`config.mk`:
```
export PLATFORM = sky130hd
export DESIGN_NAME = alu_sequencer
export DESIGN_NICKNAME = d
export VERILOG_FILES = /design/src/rtl/alu_sequencer.sv
export SDC_FILE = /design/constraint.sdc
export NUM_CORES = 1
export LEC_CHECK = 0
export ABC_AREA = 1
export CORE_MARGIN = 2
export CORE_UTILIZATION = 50
export CTS_CLUSTER_SIZE = 8
export DETAILED_ROUTE_END_ITERATION = 8
export PLACE_DENSITY_LB_ADDON = 0.15
export REMOVE_ABC_BUFFERS = 1
export SYNTH_ARGS = -nofsm -noshare
export SYNTH_HDL_FRONTEND = slang
export SYNTH_SLANG_ARGS = --single-unit
```
`constraint.sdc`:
```
create_clock -name clk -period 4.18 [get_ports clk]
set_clock_uncertainty 0.05 [all_clocks]
set_input_delay 0.418 -clock clk [delete_from_list [all_inputs] [get_ports clk]]
set_output_delay 0.418 -clock clk [all_outputs]
set_load 0.02 [all_outputs]
```
`src/rtl/alu_sequencer.sv`:
```
// alu_sequencer: drives a/b/funct of the combinational ALU; latency S+2 (ops 0-3), 3S+4 (MUL/DIV), 1 (error).
// rsp held until rsp_ready, req_ready only in IDLE; define ALU_SEQ_DIVZERO_CHECK_EN to reject DIV by zero early.
module alu_sequencer #(
  parameter int unsigned SETTLE_CYCLES = 1
) (
  input  logic       clk,
  input  logic       reset_n,
  input  logic       req_valid,
  output logic       req_ready,
  input  logic [2:0] req_op,
  input  logic [7:0] req_a,
  input  logic [7:0] req_b,
  output logic [7:0] alu_a,
  output logic [7:0] alu_b,
  output logic [2:0] alu_funct,
  input  logic [7:0] alu_result,
  output logic       rsp_valid,
  input  logic       rsp_ready,
  output logic [7:0] rsp_hi,
  output logic [7:0] rsp_lo,
  output logic       rsp_err
);

  localparam logic [2:0] F_RD_HI = 3'b110;
  localparam logic [2:0] F_PARK  = 3'b111;
  localparam logic [3:0] LAST    = 4'(SETTLE_CYCLES);

  typedef enum logic [2:0] {IDLE, ISSUE, RD_HI, RD_LO, RESP} state_t;

  state_t     state, state_n;
  logic [3:0] cnt, cnt_n;
  logic [2:0] op, op_n;
  logic [7:0] a_n, b_n;
  logic [2:0] funct_n;
  logic       valid_n, err_n, ready_n;
  logic [7:0] hi_n, lo_n;
  logic       illegal, div_zero;

  always_comb begin
    illegal = (op == 3'd6) || (op == 3'd7);
`ifdef ALU_SEQ_DIVZERO_CHECK_EN
    div_zero = (op == 3'd5) && (alu_b == 8'd0);
`else
    div_zero = 1'b0;
`endif
  end

  // ISSUE cnt==0 is a decode cycle with funct still parked; cnt 1..LAST+1 hold the op code.
  always_comb begin
    state_n = state;
    cnt_n   = cnt;
    op_n    = op;
    a_n     = alu_a;
    b_n     = alu_b;
    funct_n = alu_funct;
    valid_n = rsp_valid;
    hi_n    = rsp_hi;
    lo_n    = rsp_lo;
    err_n   = rsp_err;
    case (state)
      IDLE: begin
        if (req_valid && req_ready) begin
          state_n = ISSUE;
          cnt_n   = 4'd0;
          op_n    = req_op;
          a_n     = req_a;
          b_n     = req_b;
          hi_n    = 8'd0;
          lo_n    = 8'd0;
          err_n   = 1'b0;
        end
      end
      ISSUE: begin
        if ((cnt == 4'd0) && (illegal || div_zero)) begin
          state_n = RESP;
          valid_n = 1'b1;
          err_n   = 1'b1;
          hi_n    = illegal ? 8'h00 : 8'hFF;
          lo_n    = illegal ? 8'h00 : 8'hFF;
        end else if (cnt == LAST + 4'd1) begin
          cnt_n = 4'd0;
          if (op[2]) begin
            state_n = RD_HI;
            funct_n = F_RD_HI;
          end else begin
            state_n = RESP;
            valid_n = 1'b1;
            hi_n    = 8'd0;
            lo_n    = alu_result;
          end
        end else begin
          cnt_n   = cnt + 4'd1;
          funct_n = op;
        end
      end
      RD_HI: begin
        if (cnt == LAST) begin
          state_n = RD_LO;
          cnt_n   = 4'd0;
          hi_n    = alu_result;
          funct_n = F_PARK;
        end else begin
          cnt_n = cnt + 4'd1;
        end
      end
      RD_LO: begin
        if (cnt == LAST) begin
          state_n = RESP;
          cnt_n   = 4'd0;
          lo_n    = alu_result;
          valid_n = 1'b1;
        end else begin
          cnt_n = cnt + 4'd1;
        end
      end
      RESP: begin
        if (rsp_ready) begin
          state_n = IDLE;
          valid_n = 1'b0;
          funct_n = F_PARK;
        end
      end
      default: begin
        state_n = IDLE;
        valid_n = 1'b0;
        funct_n = F_PARK;
      end
    endcase
    ready_n = (state_n == IDLE);
  end

  always_ff @(posedge clk) begin
    if (!reset_n) begin
      state     <= IDLE;
      cnt       <= 4'd0;
      op        <= 3'd0;
      alu_a     <= 8'd0;
      alu_b     <= 8'd0;
      alu_funct <= F_PARK;
      req_ready <= 1'b0;
      rsp_valid <= 1'b0;
      rsp_hi    <= 8'd0;
      rsp_lo    <= 8'd0;
      rsp_err   <= 1'b0;
    end else begin
      state     <= state_n;
      cnt       <= cnt_n;
      op        <= op_n;
      alu_a     <= a_n;
      alu_b     <= b_n;
      alu_funct <= funct_n;
      req_ready <= ready_n;
      rsp_valid <= valid_n;
      rsp_hi    <= hi_n;
      rsp_lo    <= lo_n;
      rsp_err   <= err_n;
    end
  end

endmodule

```
# Yosys cells after proc, flatten, opt, wreduce, memory -nomap -nowiden
# Index checks and enable logic that the tools add are counted.
[totals]
register_bits = 48
latchBits = 0
mem_bits_rw = 0
mem_bits_ro = 0
output_inout_bits = 38
elab_cells = 90
mem_count = 0
[classes]
addsub = 1
mul = 0
div = 0
n_lt_le_gt_ge = 0
n_eq_ne = 17
shift = 0
mux = 39
bitwise_logic = 2
reduce_logical = 20
[op_table]
columns = ["operator", "n"]
rows = [
  ["$mux W8", 9],
  ["$pmux W8 S3", 2],
  ["$mux W3", 12],
  ["$reduce_and A5 Y1", 4],
  ["$mux W4", 4],
  ["$pmux W3 S5", 1],
  ["$ne A2 B2 Y1 const B", 6],
  ["$pmux W3 S4", 1],
  ["$pmux W4 S3", 1],
  ["$eq A3 B3 Y1 const B", 3],
  ["$ne A3 B3 Y1 const B", 3],
  ["$reduce_bool A3 Y1", 3],
  ["$mux W1", 7],
  ["$eq A3 B2 Y1 const B", 2],
  ["$logic_not A3 Y1", 2],
  ["$reduce_and A3 Y1", 2],
  ["$reduce_or A2 Y1", 3],
  ["$add A4 B1 Y4 const B", 1],
  ["$eq A4 B1 Y1 const B", 1],
  ["$eq A4 B2 Y1 const B", 1],
  ["$logic_not A4 Y1", 1],
  ["$pmux W1 S4", 1],
  ["$eq A3 B1 Y1 const B", 1],
  ["$logic_and A1 B1 Y1", 2],
  ["5 further kinds", 6],
]

# Depth between registers and ports, before layout
[logic_depth]
depth_word = 6
ltp_mapped = 12

# Worst setup path after synthesis
# Ideal clock, no wire load.
[synth_timing]
path_type = "reg-to-reg"
startpoint = "reg cnt[0]"
endpoint = "reg rsp_hi[1]"
arrival_time_ns = 1.403
setup_slack_ns = 2.614
stages_incl_launch_ff = 13
n_path_buf = 1
path_cell_list = "dfxtp_1 > inv_1 > ha_1 > nand3_1 > nor2_2 > nor2_1 > nand2_1 > nand2_1 > nor2_1 > buf_4 > nand2_1 > nand2_1 > nor2_1"
[synth_via]
elab_chain_len = 4
elab_cells_between_ends = 10
cone_classes = "eq/ne (5); mux (2); reduce/logical (3)"
[synth_rtl]
columns = ["item", "line", "rtl"]
rows = [
  ["from (decl)", "31", "logic [3:0] cnt, cnt_n;"],
  ["from (signal assigned)", "147", "cnt <= cnt_n;"],
  ["$logic_not A4 Y1", "74", "if ((cnt == 4'd0) && (illegal || div_zero)) begin"],
  ["$logic_and A1 B1 Y1", "74", ""],
  ["$ne A3 B3 Y1 (no line) or $mux W8 (tied branches)", "--", ""],
  ["$reduce_and A5 Y1 (no line) or $pmux W8 S3 (tied branches)", "--", ""],
  ["to (signal assigned)", "154", "rsp_hi <= hi_n;"],
  ["to (decl)", "19", "output logic [7:0] rsp_hi,"],
]
# Parallel ways exist; a longest one is shown, timed or not.
# A chain may end at the register's enable or synchronous reset.

# Final worst setup path
# Same ends and word-level chain as after synthesis.

==> reports/results.txt <==
The internal portion of the total power is 0.862 mW. The startpoint identified for the worst register-to-register timing path is cnt[0]$_SDFFE_PN0P_. The layout overhead on the synthesized area was 38.2%.

The tools report the gate count of the mapped netlist as 329. Commonest non-fill, non-tap cell in the layout: nand2_1. The all-layer global routing usage was 21.1%. The netlist uses 25 different library cells. The die is 70.4 um tall. The post-route clock period utilization is 50.8%, and the remaining global-route overflow is 0. The transition at the pin with the smallest max-transition slack was 0.686 ns; the largest net degree at the start of global routing was 27. Clock tree synthesis selected as its root buffer the cell clkbuf_8.

TritonCTS built the clock tree. Registers are responsible for 43.4% of the overall power. The clock reaches the later pin of the worst-skew pair after 0.30 ns. In this run the tool buffered the top-level ports with 68 buffer cells. Static timing analysis puts the maximum clock frequency at 471 MHz. Detailed placement ended at an HPWL of 3840 um.

The routed wire length is 5200 um. The flow ran to the end, and the final reports show no timing, DRC or antenna violations. The number of synthesized register bits was 48; the area of the mapped netlist was 2210 um^2. For this run, design rule violations remaining after detail routing come to 0. The floorplan die width came out at 70.4 um. The setup slack of the worst register-to-register path is 2.06 ns. STA classifies the critical path startpoint as a register. The number of antenna-violating nets in the routed design was 0. The number of failing hold endpoints at the final stage came out at 0. Cells fill 71.0% of the core in the end.

The worst hold path was traced through 2 stages. The per-cell routed wire length was 11.6 um. Measured against its own limit, the worst slew margin works out to 54.2%. For the initial antenna violation count, the log shows 0.

The critical path is of the reg2reg type. The total leakage power was 1.32 nW; the post-route minimum period was 2.12 ns. The layout has 387 filler cells.

In the final timing run, aggregate negative setup slack is 0 ns. Max-cap violations in this run came to 0. The number of nets in the final layout is 431. The number of antenna diodes in the final layout is 0. Power per standard cell area: 392 nW/um^2. Setup repair after global routing left no endpoint under its margin.

After detailed routing, the number of vias per cell comes to 4.94. The endpoint identified for the worst register-to-register timing path is rsp_hi[1]$_SDFFE_PN0P_. The final number of setup-violating endpoints was 0. The first global-routing pass estimated 8450 um of wire. Post-CTS setup buffer count: 0. The share of total power dissipated in the clock network is 32.3%. Worst hold path endpoint: op[0]$_SDFFE_PN0P_. The number of standard-cell rows in the floorplan is 24, and the maximum clock path buffer count is 2. Each instance of the synthesized netlist takes up on average 6.71 um^2. The required time of the critical path is 4.34 ns, and the overall die area is 4960 um^2.

Gates resized during post-CTS repair numbered 0. The initial standard-cell utilization of the core was 51.4%. In the layout the commonest cells are nand2_1, clkdlybuf4s50_1, nor2_1. For the critical path arrival, the log shows 2.28 ns. The post-synthesis share of cell area spent on xor and xnor gates is 0%. The share of total power consumed by net switching was 27.9%; the total number of clock tree sinks was 48. The level count of the clock H-tree is 2. The post-synthesis share of cell area spent on full adders, half adders and majority gates came out at 2.27%.

The share of cells above drive strength 1 works out to 6.57%. The first detailed-routing pass ran for 4 iterations. Across the VDD grid, the largest voltage drop is 0.212 mV. The via count of the first global-routing pass was 1958; the number of warning messages in the yosys log was 0. The number of buffers inserted during clock tree synthesis was 5. Pin placement for this block handled 69 I/O pins. The reported net switching power was 0.333 mW; the post-route total power was 1.20 mW. The maximum fanout along the worst path was 11; the post-synthesis share of cell area spent on and, or, nand and nor gates was 36.5%. The compound-gate portion of the synthesized area came out at 9.64%.

The tools report the critical hold path startpoint as op[0]$_SDFFE_PN0P_. Routability-driven placement finished with a final weighted congestion of 0.894. The share of total power dissipated in combinational logic is 24.3%. Clock-pin slew was measured on the worst setup and hold paths at 0.08 ns. The run gives 0 as the number of max-slew violations in the final report.

Detailed routing inserted a total of 2214 vias. The share of the yosys chip area belonging to registers was 43.5%. Number of cell instances on the worst register-to-register path: 11. STA classifies the critical path endpoint as a register. The first routing iteration left 139 violations. Worst min-delay path category: reg2reg. In the synthesized netlist, mux cells make up 0% of the area. After synthesis, the largest family of logic cells by area is simple AND/OR/NAND/NOR gates.

The core box area was 4290 um^2. Buffers inserted to repair hold after CTS numbered 0.
==> cell families (layout without fill, tap and decap cells) <==
| kind of cell | count (synthesis) | in the layout |
|---|---|---|
| DFF | 48 | 48 |
| and+or+nand+nor | 191 | 191 |
| AOI/OAI and AO/OA | 40 | 40 |
| buffers and inverters | 46 | 113 |
| adders and majority gates | 4 | 4 |
==> flip-flops by register name, indices dropped and copies added (netlist names) <==
name       flops
alu_a          8
alu_funct      3
state          3
op             3
rsp_hi         8
cnt            4
alu_b          8
rsp_valid      1
rsp_err        1
req_ready      1
rsp_lo         8
==> power by group through the flow <==
stage               sequential [mW]  clock, mW  combinational [mW]
finish                        0.518      0.386               0.291
global route                  0.524      0.409               0.319
CTS                           0.518      0.391               0.293
detailed placement            0.529          0               0.291
global placement              0.528          0               0.287
floorplan                     0.571          0               0.120
==> routing by layer <==
| metal | up-vias | wire length (um) | global-route usage, % |
|---|---|---|---|
| li1 | 1151 | - | - |
| met1 | 995 | 2270 | 24.1 |
| met2 | 61 | 2530 | 37.2 |
| met3 | 7 | 335 | 6.06 |
| met4 | 0 | 64 | 7.26 |
| met5 | - | 0 | 0 |
==> cell type report <==
type / count / area (um^2) / share of cell area [%]
multi-input combinational: 235 / 1070 / 35.0
sequential: 48 / 961 / 31.5
timing repair buffer: 69 / 688 / 22.6
inverter: 37 / 139 / 4.55
clock buffer: 5 / 68.8 / 2.26
tap: 52 / 65.1 / 2.13
clock inverter: 2 / 60.1 / 1.97
==> worst max-delay path: stages, from the launching register on <==
cell	delay (ns)
dfxtp_1	0.36
inv_1	0.11
ha_1	0.17
nand3_1	0.09
nor2_2	0.26
nor2_1	0.09
nand2_1	0.09
nand2_1	0.05
nor2_1	0.50
nand2_1	0.11
nand2_1	0.09
nor2_1	0.04
==> synthesized netlist by cell type <==
| library cell | instances | area (um^2) |
|---|---|---|
| nand4_4 | 1 | 21.3 |
| clkinv_1 | 1 | 3.75 |
| clkbuf_1 | 6 | 22.5 |
| nor2_1 | 60 | 225 |
| o21ai_1 | 2 | 10.0 |
| o211ai_1 | 2 | 15.0 |
| and3_1 | 1 | 6.26 |
| inv_2 | 7 | 26.3 |
| buf_4 | 1 | 7.51 |
| nand3_1 | 18 | 90.1 |
| a21oi_1 | 24 | 120 |
| nand2_1 | 97 | 364 |
| ha_1 | 4 | 50.1 |
| a21boi_0 | 1 | 7.51 |
| inv_1 | 29 | 109 |
| a211oi_1 | 2 | 15.0 |
| dfxtp_1 | 48 | 961 |
| o21ai_0 | 9 | 45.0 |
| nand4_1 | 1 | 6.26 |
| nand3_2 | 1 | 10.0 |
| nor2_2 | 5 | 31.3 |
| nor2_4 | 2 | 22.5 |
| buf_2 | 2 | 10.0 |
| nand2_2 | 2 | 12.5 |
| nor3_1 | 3 | 15.0 |
==> through the flow <==
step	area, um^2	setup slack, ns	hold slack, ns	cells
2_1_floorplan	2170	2.45	0.374	320
3_5_place_dp	2920	1.84	0.396	441
6_report	3050	2.06	0.414	448
5_1_grt	3050	1.88	0.433	448
4_1_cts	3050	2.03	0.416	448
3_3_place_gp	2920	1.89	0.393	441
==> how the worst max path moves through the flow <==
stage | cells after the start | start | to | slack [ns]
CTS | 11 | cnt[0]$_SDFFE_PN0P_ | rsp_hi[1]$_SDFFE_PN0P_ | 2.03
detailed placement | 10 | req_valid | rsp_lo[1]$_SDFFE_PN0P_ | 1.84
finish | 11 | cnt[0]$_SDFFE_PN0P_ | rsp_hi[1]$_SDFFE_PN0P_ | 2.06
global route | 11 | cnt[0]$_SDFFE_PN0P_ | rsp_hi[6]$_SDFFE_PN0P_ | 1.88
floorplan | 11 | cnt[0]$_SDFFE_PN0P_ | rsp_hi[1]$_SDFFE_PN0P_ | 2.45
global placement | 10 | req_valid | rsp_lo[1]$_SDFFE_PN0P_ | 1.89
Power figures use the tool's default switching activity.
